==> src/rtl/spi_slave_responder_if.sv <==
// Bundle of SPI pins and host-side tx/rx handshake for the SPI responder.
// slave: the responder's view; master: SPI master plus host driving it.
interface spi_slave_responder_if #(
    parameter int DATA_W = 8
);
    logic              SPI_CLK;
    logic              SPI_EN;
    logic              SPI_MOSI;
    logic              SPI_MISO;
    logic              miso_oe;
    logic [DATA_W-1:0] tx_data;
    logic              tx_valid;
    logic              tx_ready;
    logic [DATA_W-1:0] rx_data;
    logic              rx_valid;
    logic              underrun;
    logic              frame_err;

    modport slave (
        input  SPI_CLK, SPI_EN, SPI_MOSI, tx_data, tx_valid,
        output SPI_MISO, miso_oe, tx_ready, rx_data, rx_valid, underrun, frame_err
    );

    modport master (
        output SPI_CLK, SPI_EN, SPI_MOSI, tx_data, tx_valid,
        input  SPI_MISO, miso_oe, tx_ready, rx_data, rx_valid, underrun, frame_err
    );
endinterface

==> src/rtl/spi_slave_responder.sv <==
// SPI mode-0 target, MSB first, oversampled on clk. Streams bytes within one
// SPI_EN-low frame; a one-entry holding register supplies the MISO response.
module spi_slave_responder #(
    parameter int              DATA_W      = 8,
    parameter int              SYNC_STAGES = 2,
    parameter logic [DATA_W-1:0] IDLE_TX   = 8'hFF
) (
    input  logic                  clk,
    input  logic                  rst,
    spi_slave_responder_if.slave  bus
);
    localparam int CW = $clog2(DATA_W);

    typedef enum logic {IDLE, ACTIVE} state_e;
    state_e state, state_nx;

    logic [SYNC_STAGES-1:0] sclk_sync, en_sync, mosi_sync, fill;
    logic sclk_s, en_s, mosi_s, sclk_d, en_d, armed;
    logic sclk_rise, sclk_fall, en_rise, en_fall;

    logic [DATA_W-1:0] hold, shift_tx, shift_rx, rx_data;
    logic              hold_full, wrap_pend, urun_pend;
    logic              rx_done, rx_valid, underrun, frame_err;
    logic [CW-1:0]     bit_cnt;

    logic start_word, shift_fall, rise_act, abort, load;

    // The EN chain resets to "deselected"; armed blocks a false EN fall when
    // reset releases while the pin is already low, until a real high is seen.
    always_ff @(posedge clk or negedge rst) begin
        if (!rst) begin
            sclk_sync <= '0;
            en_sync   <= '1;
            mosi_sync <= '0;
            fill      <= '0;
            sclk_d    <= 1'b0;
            en_d      <= 1'b1;
            armed     <= 1'b0;
        end else begin
            sclk_sync <= {sclk_sync[SYNC_STAGES-2:0], bus.SPI_CLK};
            en_sync   <= {en_sync[SYNC_STAGES-2:0], bus.SPI_EN};
            mosi_sync <= {mosi_sync[SYNC_STAGES-2:0], bus.SPI_MOSI};
            fill      <= {fill[SYNC_STAGES-2:0], 1'b1};
            sclk_d    <= sclk_s;
            en_d      <= en_s;
            armed     <= armed | (fill[SYNC_STAGES-1] & en_s);
        end
    end

    assign sclk_s    = sclk_sync[SYNC_STAGES-1];
    assign en_s      = en_sync[SYNC_STAGES-1];
    assign mosi_s    = mosi_sync[SYNC_STAGES-1];
    assign sclk_rise = sclk_s & ~sclk_d;
    assign sclk_fall = ~sclk_s & sclk_d;
    assign en_fall   = armed & en_d & ~en_s;
    assign en_rise   = en_s & ~en_d;
    assign load      = bus.tx_valid & ~hold_full;

    always_ff @(posedge clk or negedge rst) begin
        if (!rst) state <= IDLE;
        else      state <= state_nx;
    end

    // A fall after a completed word is the next word's start; an EN rise on
    // the same cycle wins so the holding register is not drained at frame end.
    always_comb begin
        state_nx   = state;
        start_word = 1'b0;
        shift_fall = 1'b0;
        rise_act   = 1'b0;
        abort      = 1'b0;
        case (state)
            IDLE: begin
                if (en_fall) begin
                    state_nx   = ACTIVE;
                    start_word = 1'b1;
                end
            end
            ACTIVE: begin
                if (en_rise) begin
                    state_nx = IDLE;
                    abort    = 1'b1;
                end else begin
                    start_word = sclk_fall & wrap_pend;
                    shift_fall = sclk_fall & ~wrap_pend;
                    rise_act   = sclk_rise;
                end
            end
            default: state_nx = IDLE;
        endcase
    end

    // Underrun is reported at the first rise of a word, so the speculative
    // start after a frame's last byte never reports one if EN then rises.
    always_ff @(posedge clk or negedge rst) begin
        if (!rst) begin
            hold      <= '0;
            hold_full <= 1'b0;
            shift_tx  <= IDLE_TX;
            shift_rx  <= '0;
            bit_cnt   <= '0;
            wrap_pend <= 1'b0;
            urun_pend <= 1'b0;
            rx_data   <= '0;
            rx_done   <= 1'b0;
            rx_valid  <= 1'b0;
            underrun  <= 1'b0;
            frame_err <= 1'b0;
        end else begin
            rx_done   <= 1'b0;
            rx_valid  <= rx_done;
            underrun  <= 1'b0;
            frame_err <= 1'b0;
            if (start_word) begin
                wrap_pend <= 1'b0;
                urun_pend <= ~hold_full & ~bus.tx_valid;
                if (hold_full) begin
                    shift_tx  <= hold;
                    hold_full <= 1'b0;
                end else if (bus.tx_valid) begin
                    shift_tx <= bus.tx_data;
                end else begin
                    shift_tx <= IDLE_TX;
                end
            end else begin
                if (load) begin
                    hold      <= bus.tx_data;
                    hold_full <= 1'b1;
                end
                if (shift_fall) shift_tx <= {shift_tx[DATA_W-2:0], 1'b1};
            end
            if (rise_act) begin
                shift_rx <= {shift_rx[DATA_W-2:0], mosi_s};
                if (bit_cnt == '0 && urun_pend) begin
                    underrun  <= 1'b1;
                    urun_pend <= 1'b0;
                end
                if (bit_cnt == CW'(DATA_W-1)) begin
                    bit_cnt   <= '0;
                    rx_data   <= {shift_rx[DATA_W-2:0], mosi_s};
                    rx_done   <= 1'b1;
                    wrap_pend <= 1'b1;
                end else begin
                    bit_cnt <= bit_cnt + 1'b1;
                end
            end
            if (abort) begin
                frame_err <= (bit_cnt != '0);
                bit_cnt   <= '0;
                wrap_pend <= 1'b0;
                urun_pend <= 1'b0;
                shift_tx  <= IDLE_TX;
            end
        end
    end

    assign bus.SPI_MISO  = shift_tx[DATA_W-1];
    assign bus.miso_oe   = ~en_s;
    assign bus.tx_ready  = ~hold_full;
    assign bus.rx_data   = rx_data;
    assign bus.rx_valid  = rx_valid;
    assign bus.underrun  = underrun;
    assign bus.frame_err = frame_err;
endmodule

==> src/flat_wrapper.sv <==
// flat-port wrapper written by rule: the top's interface ports become plain ports
module spi_slave_responder_flat 
#(
    parameter int              DATA_W      = 8,
    parameter int              SYNC_STAGES = 2,
    parameter logic [DATA_W-1:0] IDLE_TX   = 8'hFF
)
  (clk, rst, bus_SPI_CLK, bus_SPI_EN, bus_SPI_MOSI, bus_tx_data, bus_tx_valid, bus_SPI_MISO, bus_miso_oe, bus_tx_ready, bus_rx_data, bus_rx_valid, bus_underrun, bus_frame_err);
  spi_slave_responder_if #(.DATA_W(DATA_W)) bus_i ();
  input  logic clk;
  input  logic rst;
  input wire logic [$bits(bus_i.SPI_CLK)-1:0] bus_SPI_CLK;
  input wire logic [$bits(bus_i.SPI_EN)-1:0] bus_SPI_EN;
  input wire logic [$bits(bus_i.SPI_MOSI)-1:0] bus_SPI_MOSI;
  input wire logic [$bits(bus_i.tx_data)-1:0] bus_tx_data;
  input wire logic [$bits(bus_i.tx_valid)-1:0] bus_tx_valid;
  output wire logic [$bits(bus_i.SPI_MISO)-1:0] bus_SPI_MISO;
  output wire logic [$bits(bus_i.miso_oe)-1:0] bus_miso_oe;
  output wire logic [$bits(bus_i.tx_ready)-1:0] bus_tx_ready;
  output wire logic [$bits(bus_i.rx_data)-1:0] bus_rx_data;
  output wire logic [$bits(bus_i.rx_valid)-1:0] bus_rx_valid;
  output wire logic [$bits(bus_i.underrun)-1:0] bus_underrun;
  output wire logic [$bits(bus_i.frame_err)-1:0] bus_frame_err;
  assign bus_i.SPI_CLK = bus_SPI_CLK;
  assign bus_i.SPI_EN = bus_SPI_EN;
  assign bus_i.SPI_MOSI = bus_SPI_MOSI;
  assign bus_i.tx_data = bus_tx_data;
  assign bus_i.tx_valid = bus_tx_valid;
  assign bus_SPI_MISO = bus_i.SPI_MISO;
  assign bus_miso_oe = bus_i.miso_oe;
  assign bus_tx_ready = bus_i.tx_ready;
  assign bus_rx_data = bus_i.rx_data;
  assign bus_rx_valid = bus_i.rx_valid;
  assign bus_underrun = bus_i.underrun;
  assign bus_frame_err = bus_i.frame_err;
  spi_slave_responder #(.DATA_W(DATA_W), .SYNC_STAGES(SYNC_STAGES), .IDLE_TX(IDLE_TX)) u_core (.clk(clk), .rst(rst), .bus(bus_i));
endmodule
==> config.mk <==
export PLATFORM = sky130hd
export DESIGN_NAME = spi_slave_responder_flat
export DESIGN_NICKNAME = d
export VERILOG_FILES = /design/src/rtl/spi_slave_responder_if.sv /design/src/rtl/spi_slave_responder.sv /design/src/flat_wrapper.sv
export SDC_FILE = /design/constraint.sdc
export NUM_CORES = 1
export LEC_CHECK = 0
export CORE_ASPECT_RATIO = 0.5
export CORE_UTILIZATION = 50
export DETAILED_ROUTE_END_ITERATION = 6
export DONT_BUFFER_PORTS = 1
export GPL_ROUTABILITY_DRIVEN = 0
export GPL_TIMING_DRIVEN = 0
export PLACE_DENSITY_LB_ADDON = 0.3
export SYNTH_ARGS = -nofsm -noshare
export SYNTH_HDL_FRONTEND = slang
export SYNTH_SLANG_ARGS = --single-unit
==> constraint.sdc <==
create_clock -name clk -period 2.3 [get_ports clk]
set_clock_uncertainty 0.2 [all_clocks]
set_input_delay 0.46 -clock clk [delete_from_list [all_inputs] [get_ports clk]]
set_output_delay 0.46 -clock clk [all_outputs]
set_load 0.02 [all_outputs]
* Word-level counts from Yosys, hierarchy flattened
Index checks and enable logic that the tools add are counted.
** Storage, ports and cells
- Word-level logic and storage cells :: 84
- Memories :: 0
- Bits in writable memories :: 0
- Flip-flop bits (word level) :: 53
- Latch bits :: 0
- ROM bits :: 0
** Cells by class
- Add/subtract/negate cells :: 1
- Shift-type cells :: 0
- Equality and inequality tests :: 1
- Bitwise gates (word level) :: 20
- Magnitude comparators :: 0
- Multipliers :: 0
- Reduce and logical (&&, ||, !) cells :: 8
- Div/mod/pow operators :: 0
- Multiplexer cells :: 34
** Operators with widths (count)
- 8-bit 2-to-1 mux :: 5
- 1-bit 2-to-1 mux :: 24
- 1-bit AND :: 10
- 3-bit 2-to-1 mux :: 3
- 1-bit NOT :: 9
- 3-bit nonzero test :: 2
- 1-bit one-hot mux with 2 select lines :: 2
- 2-bit AND reduction :: 2
- 2-bit nonzero test :: 2
- 3-bit by 1-bit adder with 3-bit output, second input constant :: 1
- 3-bit == test, second input constant :: 1
- 3-bit logical NOT :: 1
- 1-bit logical AND :: 1
- 1-bit bitwise OR :: 1

* Depth between registers and ports, before layout
- Depth in word-level cells :: 9
- Depth in mapped cells :: 6
- Mapped depth without buffers :: 5

* Worst setup path after synthesis
OpenSTA, ideal clock, no wires.
- Kind :: register to register
- Start :: register u_core.en_d
- End :: register u_core.shift_rx[4]
- Setup time :: 0.125 ns
- Arrival :: 1.485 ns
- Stages on the path, launching flop included :: 5
- Data required time :: 1.975 ns
- Setup slack :: 0.490 ns
- Cells stage by stage :: dfstp_2 -> nor2b_2 -> nor3_4 -> buf_4 -> mux2_2
** Between the ends
- Cells in the longest elaborated chain, start to end :: 4
** RTL lines
- start, declared :: line spi_slave_responder.sv:18 : logic sclk_s, en_s, mosi_s, sclk_d, en_d, armed;
- start signal, assigned :: line spi_slave_responder.sv:45 : en_d <= en_s;
- 1-bit NOT :: line spi_slave_responder.sv:56 : assign en_rise = en_s & ~en_d;
- 1-bit AND :: line spi_slave_responder.sv:56
- 1-bit 2-to-1 mux :: line spi_slave_responder.sv:80 : if (en_rise) begin
- 1-bit 2-to-1 mux :: line spi_slave_responder.sv:72 : case (state)
- end signal, assigned :: line spi_slave_responder.sv:133 : shift_rx <= {shift_rx[DATA_W-2:0], mosi_s};
- end, declared :: line spi_slave_responder.sv:21 : logic [DATA_W-1:0] hold, shift_tx, shift_rx, rx_data;
No other way between the ends.
A chain may end at the register's enable or synchronous reset.

* Final worst setup path
Same ends and word-level chain as after synthesis.

==> impl_metrics.py <==
metrics = {
    "run_status": {
        "outcome": "finished clean",
    },
    "grt": {
        "grt_pass1_vias": 1349,
        "grt_pass1_wl_mm": 6.40,
        "grt_max_degree": 54,
        "grt_usage_pct": 17.4,
        "antenna_found_initial": 0,
        "overflow": 0,
    },
    "cts": {
        "postCtsResizedCells": 0,
        "tritoncts": "done",
        "clock_latency_ns": 0.31,
        "numClockSinks": 53,
        "cts_buffers": 5,
        "cts-root-buf": "clkbuf_8",
        "cts_setup_buffers": 0,
        "hold_buffers": 5,
        "htreeDepth": 2,
        "path_clk_slew_ns": 0.10,
        "cts_buffer_depth": 2,
    },
    "worst_setup_path": {
        "rr_worst_depth": 4,
        "r2r-end": "u_core.shift_rx[4]",
        "r2r_start": "u_core.en_d",
        "crit_required_ns": 2.30,
        "critPathLaunchType": "flop",
        "reg2reg_slack_ns": 0.36,
        "cp-end-kind": "flop",
        "crit_arrival_ns": 1.94,
        "critPathMaxFanout": 10,
        "worstSetupPathType": "flop to flop",
    },
    "synth": {
        "yosysWarnings": 0,
        "syn_avg_cell_area_um2": 13.3,
        "syn-cell-area_um2": 2260,
        "ys_seq_elements": 53,
        "yosys.area.top_type": "dfrtp_1",
        "synth_seq_area_share_pct": 59.4,
        "ys_types": 38,
        "syn_inst": 170,
        "async_flop_share_pct": 100,
        "ys.flop_type": "dfrtp_1",
        "synth_edf_count": 0,
        "synth.area.top_cells": "dfrtp_1, dfstp_2, mux2_2, mux2_4, mux2i_1",
        "syn-num-nets": 187,
        "netlist.area_leader.share_pct": 46.6,
    },
    "route": {
        "wirelength_mm": 3.60,
        "wl_per_cell_um": 15.2,
        "drtIter0Drc": 52,
        "drcViolationCount": 0,
        "via_per_inst": 5.34,
        "num_vias": 1266,
        "ant_nets": 0,
        "firstDrtPassIters": 4,
    },
    "sta": {
        "fmax_mhz": 516,
        "finalCritPeriodShare_pct": 84.3,
        "rsz0062_at_grt": "no",
        "timing.hold.ws_ns": 0.108,
        "fin_crit_ns": 1.94,
        "fin_setup_tns_ns": 0,
        "finalSetupViolCount": 0,
        "timing.final.hold_violations": 0,
        "maxSlewViolCount": 0,
    },
    "floorplanning": {
        "dieWidth_um": 97.0,
        "core_um2": 4100,
        "initial_core_util_pct": 55.0,
        "io_pins": 28,
        "rows": 16,
        "die_area_um2": 4800,
        "die_h_um": 49.5,
    },
    "power": {
        "power.density_nw_per_um2": 909,
        "leakage_nw": 1.18,
        "finalPower_w": 0.00227,
        "vdd.ir_drop.worst_mv": 0.426,
    },
    "cells_and_area": {
        "fin_nets": 199,
        "fill_cells": 330,
        "stdcell_count": 237,
        "final_cell_mix": "dfrtp_1, nand2_1, mux2_2",
        "antenna_cells": 0,
        "synthToLayoutAreaGrowth_pct": 10.9,
        "final_core_util_pct": 61.0,
        "drive_gt1_share_pct": 30.1,
        "final_common_cell": "dfrtp_1",
    },
    "min_path": {
        "worstHoldStart": "bus_tx_data[3]",
        "holdPathEnd": "u_core.hold[3]",
        "hold_depth": 1,
        "hold_class": "primary input to flop",
    },
    "placed_design": {
        "hpwl_mm": 2.41,
        "io_buffers": 0,
        "placed_cells": 224,
    },
    "run": {
        "max-cap-violations": 0,
    },
}
Yosys cell counts, types with 2 or more instances:
cell	number
o22ai_1	7
dfrtp_1	42
nand2_1	24
clkbuf_1	3
nor2b_1	2
mux2_4	8
ha_1	3
mux2_2	15
mux2i_1	9
o21ai_0	4
nor2_1	2
a21oi_1	2
dfstp_2	11
inv_1	6
a21o_1	3
and3_1	7
critical path, stage by stage, from the launching register on:
cell	delay, ns
dfstp_2	0.59
nor2b_2	0.09
nor3_4	0.38
buf_4	0.25
mux2_2	0.34
state kept, by name (all words and copies together), names as in the netlist, 2 cells and up:
| register | count |
|---|---|
| u_core.shift_tx | 8 |
| u_core.hold | 8 |
| u_core.bit_cnt | 3 |
| u_core.en_sync | 2 |
| u_core.bus.rx_data | 8 |
| u_core.shift_rx | 7 |
| u_core.mosi_sync | 2 |
| u_core.fill | 2 |
| u_core.sclk_sync | 2 |
how the worst max path moves through the flow:
stage | end | depth (start not counted) | slack, ns | from
final | u_core.shift_rx[4] | 4 | 0.36 | u_core.en_d
after global routing | u_core.shift_rx[4] | 4 | 0.26 | u_core.en_d
after CTS | u_core.shift_rx[4] | 4 | 0.34 | u_core.en_d
after detailed placement | u_core.shift_rx[4] | 4 | 0.33 | u_core.en_d
after global placement | u_core.shift_rx[4] | 4 | 0.37 | u_core.en_d
after floorplan | u_core.shift_rx[4] | 4 | 0.49 | u_core.en_d
power breakdown:
part,total (W),internal (W),leakage (nW),switching [W]
clock,0.000622,0.000329,0.0558,0.000293
combinational,0.000391,0.000225,0.480,0.000166
sequential,0.00126,0.00114,0.646,0.000121
total,0.00227,0.00169,1.18,0.000581
metal layers:
| layer | vias up | part of all wire, % | track usage [%] | routed length, um |
|---|---|---|---|---|
| met5 | - | 0 | 0 | 0 |
| met4 | 0 | 0.53 | 4.48 | 19 |
| met3 | 2 | 5.9 | 6.38 | 213 |
| met2 | 22 | 46 | 26.8 | 1640 |
| met1 | 629 | 48 | 23.6 | 1730 |
| li1 | 613 | - | - | - |
metrics by stage:
stage | setup slack, ns | instance area (um^2)
floorplan | 0.490 | 2260
global placement | 0.370 | 2320
detailed placement | 0.332 | 2320
CTS | 0.338 | 2500
global route | 0.257 | 2500
finish | 0.362 | 2500
logic make-up after synthesis:
family	share of synthesized area, %
simple gates	13.3
mux	16.8
fa+ha+maj	1.66
compound gates	6.16
flops	59.4
buf+inv	2.50
other cells	0.166
layout make-up:
class,instances,area [um^2],share of cell area (%)
well taps,54,67.6,2.70
clock buffers,6,72.6,2.90
multi-input cells,105,860,34.3
clock inverters,2,38.8,1.55
repair buffers,5,67.6,2.70
inverters,7,26.3,1.05
flip-flops and latches,53,1340,53.6
plain buffers,5,30.0,1.20
Power figures use the tool's default switching activity.
